<file path="src/rtl/stage_collide_pkg.sv">
// Shared definitions for stage collision logic: game state encoding, per-stage
// object coordinate tables and boss home position.
package stage_collide_pkg;

  typedef enum logic [3:0] {
    ST_TITLE    = 4'd0,
    ST_STAFF    = 4'd1,
    ST_STAGE1   = 4'd2,
    ST_SUCCESS1 = 4'd3,
    ST_STAGE2   = 4'd4,
    ST_SUCCESS2 = 4'd5,
    ST_STAGE3   = 4'd6,
    ST_SUCCESS3 = 4'd7,
    ST_FAIL     = 4'd8
  } game_state_e;

  typedef struct packed {
    logic [8:0] x;
    logic [8:0] y;
  } point_t;

  typedef enum logic [1:0] {TGT_LIGHT, TGT_KEY, TGT_DOOR} tgt_e;

  localparam point_t BOSS_HOME = '{x: 9'd280, y: 9'd40};
  localparam point_t LIGHT_POS = '{x: 9'd60, y: 9'd40};

  function automatic logic is_stage(input logic [3:0] st);
    return (st == ST_STAGE1) || (st == ST_STAGE2) || (st == ST_STAGE3);
  endfunction

  // Stage index into the coordinate tables: 0 = stage1, 1 = stage2, 2 = stage3.
  function automatic logic [1:0] stage_idx(input logic [3:0] st);
    logic [1:0] idx;
    case (st)
      ST_STAGE2: idx = 2'd1;
      ST_STAGE3: idx = 2'd2;
      default:   idx = 2'd0;
    endcase
    return idx;
  endfunction

  function automatic point_t key_pos(input logic [1:0] stg, input logic [1:0] idx);
    point_t p;
    case ({stg, idx})
      4'b00_00: p = '{9'd100, 9'd60};
      4'b00_01: p = '{9'd200, 9'd150};
      4'b00_10: p = '{9'd260, 9'd90};
      4'b01_00: p = '{9'd120, 9'd40};
      4'b01_01: p = '{9'd160, 9'd180};
      4'b01_10: p = '{9'd240, 9'd60};
      4'b10_00: p = '{9'd80,  9'd180};
      4'b10_01: p = '{9'd180, 9'd40};
      4'b10_10: p = '{9'd260, 9'd180};
      default:  p = '{9'd100, 9'd60};
    endcase
    return p;
  endfunction

  function automatic point_t door_pos(input logic [1:0] stg);
    point_t p;
    case (stg)
      2'd1:    p = '{9'd300, 9'd60};
      2'd2:    p = '{9'd300, 9'd110};
      default: p = '{9'd300, 9'd130};
    endcase
    return p;
  endfunction

  function automatic logic [8:0] step_toward(input logic [8:0] cur, input logic [8:0] tgt);
    logic [8:0] nxt;
    if (cur < tgt)      nxt = cur + 9'd1;
    else if (cur > tgt) nxt = cur - 9'd1;
    else                nxt = cur;
    return nxt;
  endfunction

endpackage

</file>
<file path="src/rtl/stage_collide_box_hit.sv">
// Combinational square-window test: both axis distances strictly below R.
module box_hit #(
  parameter int unsigned R = 8
) (
  input  logic [8:0] ax,
  input  logic [8:0] ay,
  input  logic [8:0] bx,
  input  logic [8:0] by,
  output logic       hit
);
  localparam logic [9:0] RW = 10'(R);

  logic [8:0] dx, dy;

  // Larger minus smaller, so the difference never wraps.
  assign dx  = (ax >= bx) ? ax - bx : bx - ax;
  assign dy  = (ay >= by) ? ay - by : by - ay;
  assign hit = ({1'b0, dx} < RW) && ({1'b0, dy} < RW);
endmodule

</file>
<file path="src/rtl/stage_collide.sv">
// Per-stage object pickup, door/pass detection and stage3 boss chase with
// catch detection.
module stage_collide
  import stage_collide_pkg::*;
#(
  parameter int unsigned HIT_R    = 8,
  parameter int unsigned BOSS_R   = 6,
  parameter int unsigned BOSS_DIV = 2_500_000
) (
  input  logic       clk,
  input  logic       rst,
  input  logic [3:0] state,
  input  logic [8:0] player_x,
  input  logic [8:0] player_y,
  output logic [1:0] key_find,
  output logic       isDark,
  output logic       pass,
  output logic       fail,
  output logic [8:0] boss_x,
  output logic [8:0] boss_y,
  output logic [8:0] obj_x,
  output logic [8:0] obj_y
);
  localparam logic [31:0] CNT_LAST = 32'(BOSS_DIV - 1);

  logic [3:0]  prev_state;
  logic [31:0] cnt;
  logic        done;
  logic        in_stage, entry, obj_hit, boss_hit, door_hit;
  logic [1:0]  stg;
  tgt_e        tgt;
  point_t      obj;

  assign in_stage = is_stage(state);
  assign entry    = in_stage && (state != prev_state);
  assign stg      = stage_idx(state);

  always_comb begin
    tgt = TGT_KEY;
    obj = key_pos(2'd0, 2'd0);
    if (in_stage) begin
      if (isDark) begin
        tgt = TGT_LIGHT;
        obj = LIGHT_POS;
      end else if (key_find != 2'd3) begin
        tgt = TGT_KEY;
        obj = key_pos(stg, key_find);
      end else begin
        tgt = TGT_DOOR;
        obj = door_pos(stg);
      end
    end
  end

  assign obj_x = obj.x;
  assign obj_y = obj.y;

  box_hit #(.R(HIT_R)) u_obj_hit (
    .ax(player_x), .ay(player_y), .bx(obj.x), .by(obj.y), .hit(obj_hit)
  );

  box_hit #(.R(BOSS_R)) u_boss_hit (
    .ax(player_x), .ay(player_y), .bx(boss_x), .by(boss_y), .hit(boss_hit)
  );

  assign door_hit = obj_hit && (tgt == TGT_DOOR);

  always_ff @(posedge clk) begin
    if (rst) begin
      prev_state <= ST_TITLE;
      key_find   <= 2'd0;
      isDark     <= 1'b0;
      pass       <= 1'b0;
      fail       <= 1'b0;
      boss_x     <= BOSS_HOME.x;
      boss_y     <= BOSS_HOME.y;
      cnt        <= '0;
      done       <= 1'b0;
    end else begin
      prev_state <= state;
      pass       <= 1'b0;
      fail       <= 1'b0;
      if (!in_stage || entry) begin
        key_find <= 2'd0;
        isDark   <= entry && (state == ST_STAGE2);
        boss_x   <= BOSS_HOME.x;
        boss_y   <= BOSS_HOME.y;
        cnt      <= '0;
        done     <= 1'b0;
      end else if (!done) begin
        if (obj_hit) begin
          case (tgt)
            TGT_LIGHT: isDark <= 1'b0;
            TGT_KEY:   key_find <= (key_find == 2'd3) ? 2'd3 : key_find + 2'd1;
            default: begin
              pass <= 1'b1;
              done <= 1'b1;
            end
          endcase
        end
        if (state == ST_STAGE3) begin
          if (cnt == CNT_LAST) begin
            cnt    <= '0;
            boss_x <= step_toward(boss_x, player_x);
            boss_y <= step_toward(boss_y, player_y);
          end else begin
            cnt <= cnt + 32'd1;
          end
          // A door hit in the same cycle takes priority over being caught.
          if (boss_hit && !door_hit) begin
            fail <= 1'b1;
            done <= 1'b1;
          end
        end
      end
    end
  end
endmodule

</file>
<file path="config.mk">
export PLATFORM = sky130hd
export DESIGN_NAME = stage_collide
export DESIGN_NICKNAME = d
export VERILOG_FILES = /design/src/rtl/stage_collide_pkg.sv /design/src/rtl/stage_collide_box_hit.sv /design/src/rtl/stage_collide.sv
export SDC_FILE = /design/constraint.sdc
export NUM_CORES = 1
export LEC_CHECK = 0
export BUFFER_PORTS_ARGS = -buffer_cell sky130_fd_sc_hd__clkbuf_2
export CORE_UTILIZATION = 55
export DETAILED_ROUTE_END_ITERATION = 6
export GPL_ROUTABILITY_DRIVEN = 0
export PLACE_DENSITY = 0.77
export SKIP_LAST_GASP = 1
export SYNTH_ARGS = -nofsm -noshare
export SYNTH_HDL_FRONTEND = slang
export SYNTH_SLANG_ARGS = --single-unit
</file>
<file path="constraint.sdc">
create_clock -name clk -period 7 [get_ports clk]
set_clock_uncertainty 0.1 [all_clocks]
set_input_delay 1.4 -clock clk [delete_from_list [all_inputs] [get_ports clk]]
set_output_delay 1.4 -clock clk [all_outputs]
set_load 0.01 [all_outputs]
</file>
==> metrics.txt <==
Switching Power between 300 and 400 uW; startpoint types input pin; setup_tns 0 ps; synthesized instance count 874; Hold Path End cnt[26]$_SDFFE_PP0P_; vias in the first global route ~5.7k; DR vias 6343; CTS buffer count 9; die area about 13000 sq um; Hold Crit Depth 2; slowest stage delay, CP approximately 530 ps; Max-slew headroom about 28%; Die W about 110 um; CTS HTree Levels 3; P&R area growth vs syn 10.4%; DRT iter0 DRCs 465; leakage 3.35 nW; post-CTS setup buffers 0; Clk pwr share between 40% and 50%; Tmin final between 6000 and 7000 ps; library cells used by synthesis 86; commonest cells after routing, fill and taps aside ha_1 (87), inv_1 (83), nor2_1 (76); Total GRT Usage roughly 27%; delay-heaviest family, CP simple AND/OR/NAND/NOR gates; CP Capture Type flip-flop; Synth Area per Inst 7.72 sq um; Final ANT Viol Nets 0; FF-to-FF path depth 16; commonest non-fill, non-tap cell in the layout ha_1; worst skew pair latency ~340 ps; Max Cap Viol 0; part of the power in registers 31.3%; setup violators final 0; worst-path maximum fanout 7; DPL Wire Length roughly 13000 um; CTS clk-pin slew, worst paths approximately 60 ps; FF/Latch Area about 1200 sq um; CTS Hold Bufs 0; first-pass GRT wire length between 20000 and 30000 um; clk root buf clkbuf_16; setup ws final 579 ps; Worst Path Required approximately 7000 ps; Tcrit/Tclk final about nine tenths; largest net degree at the start of global routing 33; share of cells above drive strength 1 about an eighth; main combinational cell family by area after synthesis compound AO/OA/AOI/OAI gates; IO Port Bufs 60; Crit-path slowest cell or4b_1; clk buf depth 2; Worst Path Buf+Inv 3; Internal 796 uW; Post-CTS Resized 0; number of I/O pins 65; Synth top area share between 10% and 20%; Hold Path Class flip-flop to flip-flop; pre-CTS WS 314 ps; multi-input logic area about 5100 sq um; status finished, final reports clean; post-synthesis adder-cell area fraction a little under a fifth; fin nets 1038; diode count 0; XOR/XNOR share of the synthesized area under 10%; reg-to-reg critical path endpoint key_find[0]$_SDFFE_PP0P_; worst hold start cnt[26]$_SDFFE_PP0P_; site row count 40; PwrDens ~150 nW/um^2; Post-synth EDFFs 0; Fill cells between 1k and 1.5k; Primary FF master, synth dfxtp_1; reg-to-reg setup timing slack just over 2000 ps; RSZ-0062 raised after global routing no; r2r startpoint key_find[0]$_SDFFE_PP0P_; initial antenna violation count 0; drt drc 0; initial core utilization 56.4%; top cell type by total area after synthesis dfxtp_1; Final Hold Violating Endpoints 0; sequential fraction of the synthesis area roughly 18%; CTS tree done; switch share 27.4%; Syn. warnings 0; Post-Synth Simple-Gate Area between 20% and 30%; post-synthesis mux area share approximately 2.7%; CP Class input pin to flip-flop; drt wl/cell 15.6 um; CTS Sinks 60; Die H about 110 um; Synth Area in Compound Gates a little under a quarter; core area around 12000 sq um; cell area after synthesis about 6700 sq um; Fmax achieved ~0.16 GHz; share of synthesized registers carrying an async set or reset 0%; Overflow after GRT 0; flops & latches, synth 60; worst slew pin tran 1070 ps; final WL approximately 17000 um; Gate power share around a fifth; Cell Chain, Critical Path clkbuf_2 > or3b_1 > nor2_1 > inv_1 > ha_1 > or3_1 > nand2_1 > a22oi_1 > nor3_1 > nand2b_1 > inv_1 > ha_1 > or2b_1 > a21o_1 > a31o_1 > a221oi_2 > o21ai_1 > or4b_1 > nor4_2 > nand4_1 > a221oi_1; top cells by area, synth dfxtp_1 (18%), ha_1 (16%), inv_1 (4.6%), a21oi_1 (4.6%), nor2_1 (4.2%); Final Max Slew Viols 0; number of detailed-route iterations in the first pass 6; maximum VDD drop slightly above 0.1 mV; Worst Path Arrival about 6600 ps; Vias/cell ~5.9
sequential cells by signal, summed over array words and instances (netlist names):
| signal | cells |
|---|---|
| isDark | 1 |
| prev_state | 4 |
| boss_x | 9 |
| fail | 1 |
| boss_y | 9 |
| cnt | 32 |
| key_find | 2 |
| pass | 1 |
| done | 1 |
worst reg2reg max path, cell delays in order (launching register included):
cell and delay, ps:
dfxtp_1 500, inv_1 180, ha_1 280, o21ai_0 180, a21oi_1 80, o21ai_0 350, inv_1 110, ha_1 370
inv_1 100, nor3_2 350, a41oi_1 420, a41oi_1 380, o21ai_1 110, or4b_1 530, nor4_2 370, nand4_1 170
a221oi_1 300
how the worst max path moves through the flow:
| stage | to | cells past startpoint | start | slack, ps |
|---|---|---|---|---|
| finish | key_find[0]$_SDFFE_PP0P_ | 21 | state[2] | 580 |
| global route | key_find[0]$_SDFFE_PP0P_ | 21 | state[2] | 160 |
| CTS | key_find[0]$_SDFFE_PP0P_ | 21 | state[2] | 630 |
| detailed placement | key_find[0]$_SDFFE_PP0P_ | 21 | state[2] | 310 |
| global placement | key_find[1]$_SDFFE_PP0P_ | 21 | state[2] | 460 |
| floorplan | key_find[0]$_SDFFE_PP0P_ | 22 | state[3] | 780 |
Yosys cell counts (all sizes together), types with 3 or more instances:
| cell type | instances |
|---|---|
| buf | 21 |
| fa | 7 |
| mux2i | 16 |
| a31oi | 12 |
| inv | 84 |
| a211oi | 9 |
| a41oi | 3 |
| o211ai | 11 |
| xnor2 | 32 |
| nor2b | 13 |
| ha | 87 |
| a211o | 4 |
| o22ai | 3 |
| o21a | 7 |
| a21o | 25 |
| and4 | 5 |
| a221oi | 6 |
| o21bai | 13 |
| nand2 | 72 |
| a221o | 4 |
| nor4 | 6 |
| nand3 | 23 |
| nand2b | 5 |
| a311oi | 6 |
| nor3b | 3 |
| and3 | 11 |
| nand3b | 5 |
| or2 | 5 |
| clkbuf | 11 |
| or4 | 3 |
| dfxtp | 60 |
| or3 | 12 |
| and2 | 15 |
| nor2 | 77 |
| o21ai | 34 |
| a21oi | 64 |
| nand4 | 20 |
| nor3 | 12 |
| xor2 | 32 |
stage by stage:
step	utilization, %	hold slack, ps	power [mW]	std cells	area (sq um)
global route	62.2	430	1.14	1072	7450
detailed placement	59.2	398	0.555	1056	7090
finish	62.2	405	1.10	1072	7450
global placement	59.2	387	0.554	1056	7090
floorplan	-	367	0.512	877	6760
CTS	62.2	408	1.10	1072	7450
per-layer routing:
metal	wire (um)	share of wire (%)	vias up	global-route usage, %
li1	-	-	3192	-
met1	7890	47	2916	37.1
met2	7510	45	204	42.2
met3	893	5.4	31	3.64
met4	402	2.4	0	10.7
met5	0	0	-	0
logic make-up (layout without fill, tap and decap cells):
group | after synthesis | after routing
AO/OA/AOI/OAI | 226 | 226
flip-flops | 60 | 60
adder cells (fa/ha/maj) | 94 | 94
AND/OR/NAND/NOR | 295 | 295
XOR/XNOR | 64 | 64
buffers and inverters | 116 | 164
other | 1 | 4
multiplexers | 18 | 18
power by group through the flow:
stage / combinational, mW / sequential (mW) / clock [mW]
after global placement: 0.203 / 0.351 / 0
after global routing: 0.231 / 0.344 / 0.563
after CTS: 0.206 / 0.344 / 0.549
after detailed placement: 0.204 / 0.351 / 0
after floorplan: 0.161 / 0.351 / 0
final: 0.210 / 0.344 / 0.544
layout make-up:
cell class | count | area share, %
inverters | 84 | 4.23
well taps | 147 | 2.47
clock inverters | 5 | 1.43
multi-input cells | 701 | 67.9
clock buffers | 11 | 3.39
flip-flops and latches | 60 | 16.1
repair buffers | 64 | 4.44
Power figures use the tool's default switching activity.
